[config.mk]
export PLATFORM = sky130hd
export DESIGN_NAME = robot_controller_flat
export DESIGN_NICKNAME = d
export VERILOG_FILES = /design/src/rtl/robot_controller_if.sv /design/src/rtl/robot_controller.sv /design/src/flat_wrapper.sv
export SDC_FILE = /design/constraint.sdc
export NUM_CORES = 1
export LEC_CHECK = 0
export CORE_MARGIN = 5
export CORE_UTILIZATION = 45
export DETAILED_ROUTE_END_ITERATION = 10
export PLACE_DENSITY = 0.86
export SYNTH_ARGS = -nofsm -noshare
export SYNTH_HDL_FRONTEND = slang
export SYNTH_SLANG_ARGS = --single-unit
[constraint.sdc]
create_clock -name clock -period 2.26 [get_ports clock]
set_input_delay 0.452 -clock clock [delete_from_list [all_inputs] [get_ports clock]]
set_output_delay 0.452 -clock clock [all_outputs]
set_load 0.01 [all_outputs]
[src/rtl/robot_controller_if.sv]
// World/robot link: sensor strobe from the world model, command strobe and
// status back from the controller.
interface robot_controller_if #(
  parameter int STEP_W = 16
);
  logic              sensors_valid;
  logic              head;
  logic              left;
  logic              under;
  logic [1:0]        cmd;
  logic              cmd_valid;
  logic              stuck;
  logic [STEP_W-1:0] step_count;

  // World model side: produces sensor readings, consumes commands.
  modport master (
    output sensors_valid, head, left, under,
    input  cmd, cmd_valid, stuck, step_count
  );

  // Controller side: consumes sensor readings, produces commands.
  modport slave (
    input  sensors_valid, head, left, under,
    output cmd, cmd_valid, stuck, step_count
  );
endinterface

[src/rtl/robot_controller.sv]
// Decision core of the pipe-cleaning robot: left-hand wall follower that
// answers every sensor strobe with one registered command, counts advances
// and latches a sticky stuck flag when it keeps turning without progress.
module robot_controller #(
  parameter int MAX_TURNS = 4,
  parameter int STEP_W    = 16
) (
  input  logic           clock,
  input  logic           reset,
  robot_controller_if.slave bus
);

  typedef enum logic [1:0] {
    SEARCH   = 2'd0,
    FOLLOW   = 2'd1,
    STUCK_ST = 2'd2
  } state_e;

  localparam logic [1:0]        CMD_ADV   = 2'b00;
  localparam logic [1:0]        CMD_RIGHT = 2'b01;
  localparam logic [1:0]        CMD_LEFT  = 2'b10;
  localparam logic [1:0]        CMD_REM   = 2'b11;
  localparam logic [STEP_W-1:0] STEP_MAX  = {STEP_W{1'b1}};
  localparam logic [3:0]        TURN_LIM  = 4'(MAX_TURNS);

  state_e            state_q, state_d;
  logic [1:0]        cmd_q, cmd_d;
  logic              cmd_valid_q, cmd_valid_d;
  logic              stuck_q, stuck_d;
  logic [STEP_W-1:0] step_count_q, step_count_d;
  logic [3:0]        turn_cnt_q, turn_cnt_d;
  logic              just_left_q, just_left_d;

  logic              issue_s;
  logic [1:0]        sel_cmd_s;
  logic [3:0]        turn_inc_s;

  assign turn_inc_s = turn_cnt_q + 4'd1;

  // Pick the command for this strobe; dirt removal always wins.
  always_comb begin
    issue_s   = 1'b0;
    sel_cmd_s = CMD_ADV;
    if (bus.sensors_valid && (state_q != STUCK_ST)) begin
      issue_s = 1'b1;
      if (bus.under) begin
        sel_cmd_s = CMD_REM;
      end else begin
        case (state_q)
          SEARCH: begin
            if (bus.head) sel_cmd_s = CMD_RIGHT;
            else          sel_cmd_s = CMD_ADV;
          end
          FOLLOW: begin
            // just_left stops a second left turn before we have moved.
            if (!bus.left && !just_left_q) sel_cmd_s = CMD_LEFT;
            else if (!bus.head)            sel_cmd_s = CMD_ADV;
            else                           sel_cmd_s = CMD_RIGHT;
          end
          default: sel_cmd_s = CMD_ADV;
        endcase
      end
    end else begin
      issue_s   = 1'b0;
      sel_cmd_s = CMD_ADV;
    end
  end

  // Apply the chosen command to state, counters and outputs.
  always_comb begin
    state_d      = state_q;
    cmd_d        = cmd_q;
    cmd_valid_d  = 1'b0;
    stuck_d      = stuck_q;
    step_count_d = step_count_q;
    turn_cnt_d   = turn_cnt_q;
    just_left_d  = just_left_q;
    if (issue_s) begin
      cmd_valid_d = 1'b1;
      cmd_d       = sel_cmd_s;
      case (sel_cmd_s)
        CMD_ADV: begin
          turn_cnt_d  = 4'd0;
          just_left_d = 1'b0;
          if (step_count_q != STEP_MAX) step_count_d = step_count_q + STEP_W'(1);
          else                          step_count_d = step_count_q;
        end
        CMD_RIGHT, CMD_LEFT: begin
          turn_cnt_d  = turn_inc_s;
          just_left_d = (sel_cmd_s == CMD_LEFT);
          // The first right turn in SEARCH means a wall has been found.
          if (turn_inc_s == TURN_LIM) begin
            stuck_d = 1'b1;
            state_d = STUCK_ST;
          end else begin
            state_d = FOLLOW;
          end
        end
        CMD_REM: begin
          turn_cnt_d = turn_cnt_q;
        end
        default: begin
          cmd_valid_d = 1'b0;
        end
      endcase
    end else begin
      cmd_valid_d = 1'b0;
    end
  end

  // State and output registers; reset clears any command in flight.
  always_ff @(posedge clock or negedge reset) begin
    if (!reset) begin
      state_q      <= SEARCH;
      cmd_q        <= CMD_ADV;
      cmd_valid_q  <= 1'b0;
      stuck_q      <= 1'b0;
      step_count_q <= {STEP_W{1'b0}};
      turn_cnt_q   <= 4'd0;
      just_left_q  <= 1'b0;
    end else begin
      state_q      <= state_d;
      cmd_q        <= cmd_d;
      cmd_valid_q  <= cmd_valid_d;
      stuck_q      <= stuck_d;
      step_count_q <= step_count_d;
      turn_cnt_q   <= turn_cnt_d;
      just_left_q  <= just_left_d;
    end
  end

  assign bus.cmd        = cmd_q;
  assign bus.cmd_valid  = cmd_valid_q;
  assign bus.stuck      = stuck_q;
  assign bus.step_count = step_count_q;

endmodule
[src/flat_wrapper.sv]
// flat-port wrapper written by rule: the top's interface ports become plain ports
module robot_controller_flat 
#(
  parameter int MAX_TURNS = 4,
  parameter int STEP_W    = 16
)
  (clock, reset, bus_sensors_valid, bus_head, bus_left, bus_under, bus_cmd, bus_cmd_valid, bus_stuck, bus_step_count);
  robot_controller_if #(.STEP_W(STEP_W)) bus_i ();
  input  logic clock;
  input  logic reset;
  input wire logic [$bits(bus_i.sensors_valid)-1:0] bus_sensors_valid;
  input wire logic [$bits(bus_i.head)-1:0] bus_head;
  input wire logic [$bits(bus_i.left)-1:0] bus_left;
  input wire logic [$bits(bus_i.under)-1:0] bus_under;
  output wire logic [$bits(bus_i.cmd)-1:0] bus_cmd;
  output wire logic [$bits(bus_i.cmd_valid)-1:0] bus_cmd_valid;
  output wire logic [$bits(bus_i.stuck)-1:0] bus_stuck;
  output wire logic [$bits(bus_i.step_count)-1:0] bus_step_count;
  assign bus_i.sensors_valid = bus_sensors_valid;
  assign bus_i.head = bus_head;
  assign bus_i.left = bus_left;
  assign bus_i.under = bus_under;
  assign bus_cmd = bus_i.cmd;
  assign bus_cmd_valid = bus_i.cmd_valid;
  assign bus_stuck = bus_i.stuck;
  assign bus_step_count = bus_i.step_count;
  robot_controller #(.MAX_TURNS(MAX_TURNS), .STEP_W(STEP_W)) u_core (.clock(clock), .reset(reset), .bus(bus_i));
endmodule
==> flow_metrics.py <==
metrics = {
    "outcome": {
        "status": "finished, final reports clean",
    },
    "timing": {
        "slew_headroom": 0.6119,
        "skew_ns": 0.003721,
        "fmax_mhz": 461.1,
        "slew_violations": 0,
        "tightest_slew_ns": 0.5800,
        "hold_viol": 0,
        "setup_violations": 0,
        "fin_crit_sh": 0.9595,
        "tns_ns": 0,
        "period_minus_slack_ns": 2.169,
    },
    "logic_synthesis": {
        "synthMuxAreaShare": 0.01983,
        "ys_types": 36,
        "postSynthAreaPerCell_um2": 10.77,
        "synth_top_family_by_area": "simple AND/OR/NAND/NOR gates",
        "synth_largest_area_cell": "dfrtp_1",
        "synth_fa_ha_area_frac": 0.04721,
        "yosysWarnings": 0,
        "ys_seq_area_frac": 0.5099,
        "synth_xor_area_frac": 0.09915,
        "synth_seq_cells": 27,
        "syn_nets": 134,
        "synth-compound-area-share": 0.06799,
        "synth_top_area_share": 0.5099,
        "synth_edf_count": 0,
        "synthCells": 123,
        "ys.flop_type": "dfrtp_1",
        "synth-simple-area-share": 0.2295,
        "synth_area_leaders": "dfrtp_1 (51%), xor2_1 (9.3%), ha_1 (4.7%), nand2_1 (3.7%), nor4_1 (3.3%)",
        "synthArstFlopShare": 1.000,
        "synth_area_um2": 1325,
    },
    "layout": {
        "final_area_um2": 1847,
        "antenna_cells": 0,
        "nNetsFinal": 179,
        "drive_above_1_share": 0.2275,
        "syn_to_final_growth_pct": 39.38,
    },
    "detailed_routing": {
        "totalWireLength_um": 2903,
        "ant_nets": 0,
        "vias_per_cell": 5.404,
        "num_vias": 1070,
        "post_drt_wl_per_cell_um": 14.66,
        "drtIter0Drc": 33,
        "drt_first_pass_iters": 4,
        "drcViolationCount": 0,
    },
    "cts": {
        "clk_latency_ns": 0.33,
        "clock-sinks": 27,
        "cts.clk_slew.worst_paths_ns": 0.14,
        "clock_path_buffers": 2,
        "cts_tree": "yes",
        "cts_buffers": 3,
        "ctsHtreeMaxLevel": 1,
        "clockRootBuffer": "clkbuf_4",
        "hold_buffers": 0,
    },
    "critical_path": {
        "slowest_delay_ns": 0.47,
        "slowest_stage": "dfrtp_1",
        "required_ns": 2.52,
        "rrSetupSlack_ns": 0.09,
        "critPathLaunchType": "flip-flop",
        "r2r_start": "u_core.state_q[0]",
        "critical_path_class": "reg -> reg",
        "path_max_fanout": 8,
        "path_cells": "or3b_1 > a31oi_1 > nor2_1 > inv_1 > ha_2 > o211ai_2 > buf_6 > nor4_4 > xor2_1",
        "crit_family": "simple AND/OR/NAND/NOR gates",
        "crit_path_start": "u_core.state_q[0]",
        "path_buf_inv": 2,
        "cp_data_arrival_time_ns": 2.43,
        "end_kind": "flip-flop",
    },
    "run": {
        "cap_violations": 0,
    },
    "place": {
        "place_area_um2": 1722,
        "dp_hpwl_um": 2149,
        "gp_congestion": 0.8077,
        "numPortBuffers": 25,
    },
    "floorplanning": {
        "chipWidth_um": 64.27,
        "core_area_um2": 2781,
        "start_util": 0.4764,
        "die_h_um": 64.27,
        "row_count": 19,
        "io_pins": 26,
        "die_area_um2": 4130,
    },
    "grt": {
        "grt_max_degree": 28,
        "grt_pass1_vias": 1154,
        "overflow": 0,
        "grt_usage": 0.1515,
        "antenna_found_initial": 0,
        "grt_pass1_wl_um": 5030,
    },
    "power_and_ir_drop": {
        "finalPower_mw": 1.280,
        "pwr_density_cell_nw_per_um2": 693.0,
        "power_leakage_nw": 0.8824,
        "vdd_drop_max_v": 0.0005529,
    },
    "worst_hold_path": {
        "min_path_type": "in -> async",
    },
}
## worst paths after layout
kind | to | cells past startpoint
setup reg to reg | u_core.bus.step_count[13] | 9
hold reg to reg | u_core.bus.stuck | 1
hold / removal | u_core.bus.step_count[7] | 2
max in group asynchronous | u_core.bus.cmd[0] | 2
setup / recovery | u_core.bus.step_count[13] | 9
min in group clock | u_core.bus.stuck | 1
## metal layers
| metal | vias to the layer above | GRT usage | wire (um) |
|---|---|---|---|
| li1 | 526 | - | - |
| met4 | 0 | 0.06870 | 48 |
| met2 | 16 | 0.2662 | 1531 |
| met3 | 4 | 0.02452 | 68 |
| met5 | - | 0 | 0 |
| met1 | 524 | 0.1792 | 1254 |
## cell families after synthesis
kind of cell    after synthesis
flops                        27
xor+xnor                     15
buf+inv                       8
compound gates               14
fa+ha+maj                     5
simple gates                 52
mux                           2
## final cells by class
| cell class | count | area [um^2] |
|---|---|---|
| timing repair buffer | 42 | 384.1 |
| inverter | 6 | 22.52 |
| sequential | 27 | 675.6 |
| tap | 31 | 38.79 |
| fill | 205 | 934.6 |
| multi-input combinational | 88 | 699.4 |
| clock buffer | 4 | 26.28 |
## worst reg2reg max path: stages, from the launching register on
cell and delay, ns:
dfrtp_1 0.47, or3b_1 0.39, a31oi_1 0.15, nor2_1 0.08
inv_1 0.08, ha_2 0.17, o211ai_2 0.10, buf_6 0.17
nor4_4 0.30, xor2_1 0.18
## cells in the mapped netlist, types with 2 or more instances
master   number
nand4_1       5
or2_2         2
xor2_1       14
dfrtp_1      27
inv_1         6
ha_1          5
nand3_1       2
nor3_1        6
a21o_1        2
nor2_1        3
and3_1        2
nor4_1        7
o21ai_0       7
nand2_1      13
## sequential cells by signal (all words and copies together) (netlist names)
signal                 cells
u_core.just_left_q         1
u_core.bus.stuck           1
u_core.turn_cnt_q          4
u_core.state_q             2
u_core.bus.step_count     16
u_core.bus.cmd             2
u_core.bus.cmd_valid       1
## power breakdown
group	total, mW	leakage [nW]	internal, mW	switching [mW]
clock network	0.208	0.0150	0.0692	0.139
registers	0.664	0.352	0.567	0.0973
logic	0.407	0.516	0.236	0.171
## through the flow
step	util	cells	hold slack, ns	setup WS (ns)
floorplan	-	123	0.1564	0.07843
global placement	0.6190	193	0.4520	-0.3068
detailed placement	0.6190	193	0.4530	-0.4309
CTS	0.6397	197	0.4727	-0.02652
global route	0.6640	198	0.4991	-0.01170
finish	0.6640	198	0.4782	0.09149
## cell usage in the layout (no fill, tap or decap), drive strengths merged
master         netlist  final
nor3b                1      1
o21ai                7      7
a21o                 2      2
ha                   5      5
a31oi                1      1
a21oi                1      1
nand3                3      3
xor2                14     14
nand3b               1      1
or3                  1      1
clkbuf               0      4
mux2                 2      2
nor2b                1      1
dfrtp               27     27
and3                 2      2
a22o                 1      1
nor3                 6      6
nand2               13     13
and4                 1      1
nor4                 8      8
or3b                 1      1
nor2                 4      4
o211ai               2      2
nand2b               1      1
buf                  2     17
dlymetal6s2s         0      1
nand4                6      6
xnor2                1      1
or2                  3      3
clkdlybuf4s50        0     24
inv                  6      6
## timing repair
| action | CTS | global route |
|---|---|---|
| pin swaps | 0 | 3 |
| buffers inserted | 0 | 1 |
| setup endpoints to repair | 5 | 21 |
| resized for setup | 5 | 11 |
Note: power is estimated with default switching activity, not from simulation.
